### config.mk
export PLATFORM = sky130hd
export DESIGN_NAME = cla_nibble_seq_adder
export DESIGN_NICKNAME = d
export VERILOG_FILES = /design/src/rtl/cla_nibble_seq_adder.sv
export SDC_FILE = /design/constraint.sdc
export NUM_CORES = 1
export LEC_CHECK = 0
export CAP_MARGIN = 20
export CORE_MARGIN = 4
export CORE_UTILIZATION = 40
export CTS_BUF_LIST = sky130_fd_sc_hd__clkbuf_8
export DETAILED_ROUTE_END_ITERATION = 7
export SYNTH_ARGS = -nofsm -noshare
export SYNTH_HDL_FRONTEND = slang
export SYNTH_HIERARCHICAL = 1
export SYNTH_SLANG_ARGS = --single-unit
### constraint.sdc
create_clock -name clk -period 6.9 [get_ports clk]
set_input_delay 1.035 -clock clk [delete_from_list [all_inputs] [get_ports clk]]
set_output_delay 1.035 -clock clk [all_outputs]
set_load 0.03 [all_outputs]
### src/rtl/cla_nibble_seq_adder.sv
// Multi-cycle WIDTH-bit add/subtract built on one time-shared 4-bit CLA slice, LS nibble first.
// Optional CLA_SEQ_SAT_EN: saturate the result on signed overflow instead of wrapping.
`default_nettype none

module cla_4bit (
  input  logic [3:0] a_i,
  input  logic [3:0] b_i,
  input  logic       cin_i,
  output logic [3:0] sum_o,
  output logic       p_o,
  output logic       g_o
);
  logic [3:0] w_p;
  logic [3:0] w_g;
  logic [3:0] w_c;

  assign w_p = a_i ^ b_i;
  assign w_g = a_i & b_i;

  assign w_c[0] = cin_i;
  assign w_c[1] = w_g[0] | (w_p[0] & cin_i);
  assign w_c[2] = w_g[1] | (w_p[1] & w_g[0]) | (w_p[1] & w_p[0] & cin_i);
  assign w_c[3] = w_g[2] | (w_p[2] & w_g[1]) | (w_p[2] & w_p[1] & w_g[0])
                | (w_p[2] & w_p[1] & w_p[0] & cin_i);

  assign sum_o = w_p ^ w_c;
  assign p_o   = &w_p;
  assign g_o   = w_g[3] | (w_p[3] & w_g[2]) | (w_p[3] & w_p[2] & w_g[1])
               | (w_p[3] & w_p[2] & w_p[1] & w_g[0]);
endmodule

module cla_nibble_seq_adder #(
  parameter int WIDTH = 16
) (
  input  logic             clk,
  input  logic             rst_n,
  input  logic             start_i,
  input  logic             sub_i,
  input  logic [WIDTH-1:0] a_i,
  input  logic [WIDTH-1:0] b_i,
  output logic             busy_o,
  output logic             done_o,
  output logic [WIDTH-1:0] result_o,
  output logic             cout_o,
  output logic             ovf_o,
  output logic             zero_o
);
  localparam int N  = WIDTH / 4;
  localparam int IW = (N > 1) ? $clog2(N) : 1;

  typedef enum logic [1:0] {
    S_IDLE = 2'd0,
    S_RUN  = 2'd1,
    S_DONE = 2'd2
  } state_t;

  state_t            state_q, state_d;
  logic [IW-1:0]     idx_q, idx_d;
  logic              carry_q, carry_d;
  logic [WIDTH-1:0]  a_q, a_d;
  logic [WIDTH-1:0]  b_q, b_d;
  logic [WIDTH-1:0]  shadow_q, shadow_d;
  logic [WIDTH-1:0]  result_q, result_d;
  logic              cout_q, cout_d;
  logic              ovf_q, ovf_d;
  logic              zero_q, zero_d;
  logic              done_q, done_d;

  logic [31:0]       w_base;
  logic [3:0]        w_sum;
  logic              w_p;
  logic              w_g;
  logic              w_last;
  logic              w_ovf;
  logic [WIDTH-1:0]  w_final;

  assign w_base = 32'(idx_q) << 2;
  assign w_last = (idx_q == IW'(N - 1));

  cla_4bit u_slice (
    .a_i   (a_q[w_base +: 4]),
    .b_i   (b_q[w_base +: 4]),
    .cin_i (carry_q),
    .sum_o (w_sum),
    .p_o   (w_p),
    .g_o   (w_g)
  );

  // b_q already holds the possibly-inverted operand, so one rule covers add and sub.
  assign w_ovf = (a_q[WIDTH-1] == b_q[WIDTH-1]) && (shadow_q[WIDTH-1] != a_q[WIDTH-1]);

`ifdef CLA_SEQ_SAT_EN
  assign w_final = !w_ovf        ? shadow_q :
                   a_q[WIDTH-1]  ? {1'b1, {(WIDTH-1){1'b0}}} :
                                   {1'b0, {(WIDTH-1){1'b1}}};
`else
  assign w_final = shadow_q;
`endif

  always_comb begin
    state_d  = state_q;
    idx_d    = idx_q;
    carry_d  = carry_q;
    a_d      = a_q;
    b_d      = b_q;
    shadow_d = shadow_q;
    result_d = result_q;
    cout_d   = cout_q;
    ovf_d    = ovf_q;
    zero_d   = zero_q;
    done_d   = 1'b0;

    case (state_q)
      S_IDLE: begin
        if (start_i) begin
          a_d     = a_i;
          b_d     = b_i ^ {WIDTH{sub_i}};
          carry_d = sub_i;
          idx_d   = '0;
          state_d = S_RUN;
        end
      end
      S_RUN: begin
        shadow_d[w_base +: 4] = w_sum;
        carry_d = w_g | (w_p & carry_q);
        idx_d   = idx_q + 1'b1;
        if (w_last) begin
          state_d = S_DONE;
        end
      end
      S_DONE: begin
        result_d = w_final;
        cout_d   = carry_q;
        ovf_d    = w_ovf;
        zero_d   = (w_final == '0);
        done_d   = 1'b1;
        state_d  = S_IDLE;
      end
      default: begin
        state_d = S_IDLE;
      end
    endcase
  end

  always_ff @(posedge clk or negedge rst_n) begin
    if (!rst_n) begin
      state_q  <= S_IDLE;
      idx_q    <= '0;
      carry_q  <= 1'b0;
      a_q      <= '0;
      b_q      <= '0;
      shadow_q <= '0;
      result_q <= '0;
      cout_q   <= 1'b0;
      ovf_q    <= 1'b0;
      zero_q   <= 1'b0;
      done_q   <= 1'b0;
    end else begin
      state_q  <= state_d;
      idx_q    <= idx_d;
      carry_q  <= carry_d;
      a_q      <= a_d;
      b_q      <= b_d;
      shadow_q <= shadow_d;
      result_q <= result_d;
      cout_q   <= cout_d;
      ovf_q    <= ovf_d;
      zero_q   <= zero_d;
      done_q   <= done_d;
    end
  end

  assign busy_o   = (state_q == S_RUN);
  assign done_o   = done_q;
  assign result_o = result_q;
  assign cout_o   = cout_q;
  assign ovf_o    = ovf_q;
  assign zero_o   = zero_q;
endmodule

`default_nettype wire

# Yosys cells after proc, flatten, opt, wreduce, memory -nomap -nowiden
# Index checks and enable logic that the tools add are counted.
dict set report totals {
  output_inout_bits 21
  elab_cells 70
  ff_bits 73
  input_bits 36
}
dict set report classes {
  muxes 9
  n_reduce_logical 8
  bitwise_logic 29
  add_sub_neg 2
  n_shift 4
  eq_ne 7
}
# cell count
set ops {}
lappend ops {{4-bit negator with 34-bit output} 1}
lappend ops {{4-bit by 34-bit variable shift with 16-bit output, first input constant} 1}
lappend ops {{4-bit by 34-bit variable part select with 16-bit output} 1}
lappend ops {{16-bit by 5-bit variable part select with 4-bit output} 2}
lappend ops {{16-bit bitwise mux} 1}
lappend ops {{16-bit logical NOT} 1}
lappend ops {{16-bit XOR} 1}
lappend ops {{1-bit AND} 15}
lappend ops {{1-bit bitwise OR} 10}
lappend ops {{2-bit one-hot mux with 2 select lines} 2}
lappend ops {{4-bit XOR} 2}
lappend ops {{2-bit two-way mux} 3}
lappend ops {{2-bit AND reduction} 3}
lappend ops {{4-bit AND} 1}
lappend ops {{2-bit equality test, second input constant} 2}
lappend ops {{4-bit AND reduction} 1}
lappend ops {{2-bit by 1-bit adder with 2-bit output, second input constant} 1}
lappend ops {{2-bit by 1-bit equality test with 1-bit output, second input constant} 1}
lappend ops {{2-bit logical NOT} 1}
lappend ops {{1-bit two-way mux} 2}
lappend ops {{2-bit by 1-bit != test with 1-bit output, second input constant} 1}
lappend ops {{2-bit != test, second input constant} 1}
lappend ops {{1-bit one-hot mux with 2 select lines} 1}
lappend ops {{2-bit nonzero test} 1}
lappend ops {{other kinds (3)} 3}

# Logic depth before layout (Yosys ltp)
dict set report depth {
  depth_word 9
  mapped_depth 8
  mapped_depth_nobuf 7
}

# Cells and area by module
# Netlist, hierarchy kept.
# mod area_per_inst_um2 cells_per_inst n_inst
set by_module_without_submodules {}
lappend by_module_without_submodules {cla_nibble_seq_adder 3274.4 243 1}
lappend by_module_without_submodules {cla_4bit 182.7 22 1}

# Worst setup path after synthesis
# No wires, ideal clock.
dict set report synth_timing {
  path_type {reg2reg}
  startpoint {register idx_q[0]}
  endpoint {register shadow_q[7]}
  setup_slack_ps 4657
  t_required_ps 6816
  t_arrival_ps 2159
  stages_incl_launch_ff 9
  synth_period_minus_slack_ps 2243
  cell_sequence {dfrtp_1 -> buf_4 -> mux4_2 -> ha_1 -> a21oi_1 -> nand3_1 -> xor2_1 -> nand2_1 -> o21ai_0}
}
dict set report synth_via {
  elab_chain_cells 9
  word_cells_on_any_way 24
}
# item line_no
set synth_lines {}
lappend synth_lines {{start, declared} 58} ;# logic [IW-1:0] idx_q, idx_d;
lappend synth_lines {{start signal, assigned} 160} ;# idx_q <= idx_d;
lappend synth_lines {{16-bit by 5-bit variable part select with 4-bit output (on tied branches)} {81, 82}}
lappend synth_lines {{4-bit XOR / 4-bit AND (equally long branches)} {17, 18}}
lappend synth_lines {{1-bit AND (on tied branches)} {23, 24}}
lappend synth_lines {{1-bit bitwise OR, or another cell as far along} 23} ;# assign w_c[3] = w_g[2] | (w_p[2] & w_g[1]) | (w_p[2] & w_p[1] & w_g[0])
lappend synth_lines {{1-bit bitwise OR / 1-bit AND (equally long branches)} {23, 24}}
lappend synth_lines {{1-bit bitwise OR} 24} ;# | (w_p[2] & w_p[1] & w_p[0] & cin_i);
lappend synth_lines {{4-bit XOR *} 26} ;# assign sum_o = w_p ^ w_c;
lappend synth_lines {{via w_sum[3]} 70} ;# logic [3:0] w_sum;
lappend synth_lines {{4-bit by 34-bit variable part select with 16-bit output *} 124} ;# shadow_d[w_base +: 4] = w_sum;
lappend synth_lines {{16-bit bitwise mux *} 124}
lappend synth_lines {{end signal, assigned} 164} ;# shadow_q <= shadow_d;
lappend synth_lines {{end, declared} 62} ;# logic [WIDTH-1:0] shadow_q, shadow_d;
# The timed path passes the listed nets; every way through them passes the cells marked *.
# A chain may end at the register's enable or synchronous reset.

# Worst setup path after layout
dict set report layout_timing {
  startpoint {register state_q[1]}
  endpoint {output busy_o}
}
dict set report layout_via {
  elab_chain_cells 1
}
# item line_no
set layout_lines {}
lappend layout_lines {{start, declared} 57} ;# state_t state_q, state_d;
lappend layout_lines {{start signal, assigned} 159} ;# state_q <= state_d;
lappend layout_lines {{2-bit by 1-bit equality test with 1-bit output} 173} ;# assign busy_o = (state_q == S_RUN);
lappend layout_lines {{end, declared} 41} ;# output logic busy_o,
# Every way passes these cells.

==> flow_summary.toml <==
[status]
status = "finished, final reports clean"

[cts]
clkSinkCount = 73
insertion_delay_ps = 340
cts_hold_buffers = 0
cts_tree = "yes"
cts_made_buffers = 9
clockBufferDepth = 2
post-cts-setup-buffers = 0
post_cts_resized = 0
clk_pin_slew_worst_paths_ps = 70
cts_root_buf = "clkbuf_8"
htreeDepth = 3

[critical_path]
critPathKind = "reg2out"
r2r-start = "idx_q[0]"
reg2reg_depth = 7
cp.arrival_ps = 1870
required_ps = 5860
cpMaxStageDelayCell = "clkdlybuf4s50_1"
critPathCaptureType = "output pin"
cp_slowest_stage_delay_ps = 720
critPathBufInv = 1
path_max_fanout = 7
startpoint_type = "flop"
path_cells = "and2b_1 > clkdlybuf4s50_1"
cp_top_family = "buffers and inverters"
r2r_end = "shadow_q[7]"
reg2reg_slack_ps = 4160

[timing]
fin_setup_tns_ps = 0
final_hold_viol_count = 0
clock_skew_ps = 8.59
maxSlewHeadroom = 0.396
slew_violations = 0
setup_viol = 0
timing.fmax_mhz = 345
finalCritPeriodShare = 0.421
holdWs_ps = 493
worst_pin_slew_ps = 903
period_needed_ps = 2900
rsz0062_at_grt = "no"
worst_slack_ps = 4000

[layout]
final_util = 0.514
final_cells = 431
fin_area_mm2 = 0.00427
nFillCells = 768
drive_gt1_frac = 0.193
area_growth_pct = 23.4
layout.nets = 369
antennaDiodeCount = 0

[route]
wl_per_cell_um = 15.2
vias = 2161
initialDrtViolationCount = 51
viasPerCell = 5.01
drt_wl_total_um = 6530
dr.pass1.iters = 4
ant_nets = 0
route.detailed.drc = 0

[hold_path]
hold_start = "ovf_o"
min_path_type = "reg2reg"
hold-path-cell-count = 2
hold_end = "ovf_o"

[place]
dp_hpwl_um = 4730
place_ws_ps = 4160
io_buffers = 56
placed_area_mm2 = 0.00407
place_inst = 416
place.gp.congestion = 0.848

[synthesis]
ys_warn_count = 6
ys_async_sr_fraction = 1.00
avgSynthCellArea_um2 = 13.0
ys_ff_latch = 73
synth_edf_count = 0
synth_top_flop_cell = "dfrtp_1"
synth_nets = 312
synthCells = 265
synthesis.area_mm2 = 0.00346
ys_seq_area_frac = 0.528
synth.distinct_cells = 38

[global_routing]
antenna_found_initial = 0
track_usage = 0.139
grt_pass1_wl_um = 10900
grt-ovfl-total = 0
grt_max_degree = 74
grt_pass1_vias = 2239

[power_and_ir_drop]
powerDensity_mw_per_mm2 = 522
p_leak_nw = 1.90
total_power_mw = 2.23
irDropWorstVdd_v = 0.000199

[run]
maxCapViolCount = 0

[die]
core.rowCount = 33
die_area_mm2 = 0.0102
coreArea_mm2 = 0.00830
die_y_um = 101
die-width_um = 101
initial_core_util = 0.417
io_pins = 57
## per-layer routing
layer  GRT usage  part of all wire  routed length, µm  vias up
li1            -                 -                  -     1052
met5           0                 0                  0        -
met4      0.0665             0.024                155        0
met1       0.179              0.45               2960     1042
met2       0.223              0.47               3090       54
met3      0.0284             0.050                328       13
## how the worst max path moves through the flow
stage	start	endpoint	slack (ps)	cells past startpoint
after floorplan	idx_q[0]	shadow_q[7]	4660	8
after global placement	start_i	a_q[1]	4200	4
after detailed placement	idx_q[0]	shadow_q[7]	4160	7
after CTS	state_q[1]	busy_o	3980	2
after global routing	state_q[0]	busy_o	3930	2
final	state_q[1]	busy_o	4000	2
## state kept, by name (all words and copies together) (netlist names)
name / count
shadow_q: 16
carry_q: 1
cout_o: 1
result_o: 16
state_q: 2
b_q: 16
done_o: 1
ovf_o: 1
zero_o: 1
idx_q: 2
a_q: 16
## where the power goes
group | internal (mW) | leakage, nW | switching [mW]
clock | 0.182 | 0.106 | 0.148
combinational | 0.533 | 0.871 | 0.589
sequential | 0.618 | 0.921 | 0.155
total | 1.33 | 1.90 | 0.893
## synthesized netlist by cell type, types with 2 or more instances
library cell	number	share of area
a22o_1	13	0.033
mux2_4	13	0.056
mux2_2	18	0.059
buf_6	4	0.013
nand4_1	2	0.0036
buf_2	3	0.0043
nand2_1	14	0.015
a21oi_1	20	0.029
ha_1	10	0.036
inv_1	9	0.0098
dfrtp_1	73	0.53
o21ai_0	8	0.012
nand3b_1	2	0.0043
buf_4	5	0.011
xnor2_1	18	0.046
mux4_2	8	0.052
nor2_1	18	0.020
a21o_1	3	0.0065
nor4_1	4	0.0072
nand3_1	2	0.0029
## kinds of logic (layout without fill, tap and decap cells)
family                   after synthesis  after routing  synth area share
AND/OR/NAND/NOR                       53             53            0.0851
XOR/XNOR                              19             19            0.0481
adder cells (fa/ha/maj)               11             11            0.0420
buffers and inverters                 22             83            0.0391
multiplexers                          40             40             0.170
AO/OA/AOI/OAI                         47             47            0.0869
flip-flops                            73             73             0.528
## layout by cell type (no fill, tap or decap), types with 4 or more instances in the layout
master           Yosys  layout
nor2_1              18      18
nand2_1             14      14
nor4_1               4       4
ha_1                10      10
a22o_1              13      13
dfrtp_1             73      73
a21oi_1             20      20
xnor2_1             18      18
mux2_2              18      18
clkdlybuf4s50_1      0      55
inv_1                9      10
clkbuf_8             0      11
mux2_4              13      13
o21ai_0              8       8
mux4_2               8       8
## area by class of cell
class,count,area [µm²],area share
clock buffer,11,151,0.0355
multi-input combinational,170,1500,0.352
inverter,9,33.8,0.00792
sequential,73,1830,0.428
tap,105,131,0.0308
clock inverter,4,43.8,0.0103
timing repair buffer,59,578,0.135
## tightest hold or removal path, stage by stage (launching register included)
cell and delay [ps]:
dfrtp_1 350, nand2_1 50, o21ai_0 60
Note: power is estimated with default switching activity, not from simulation.
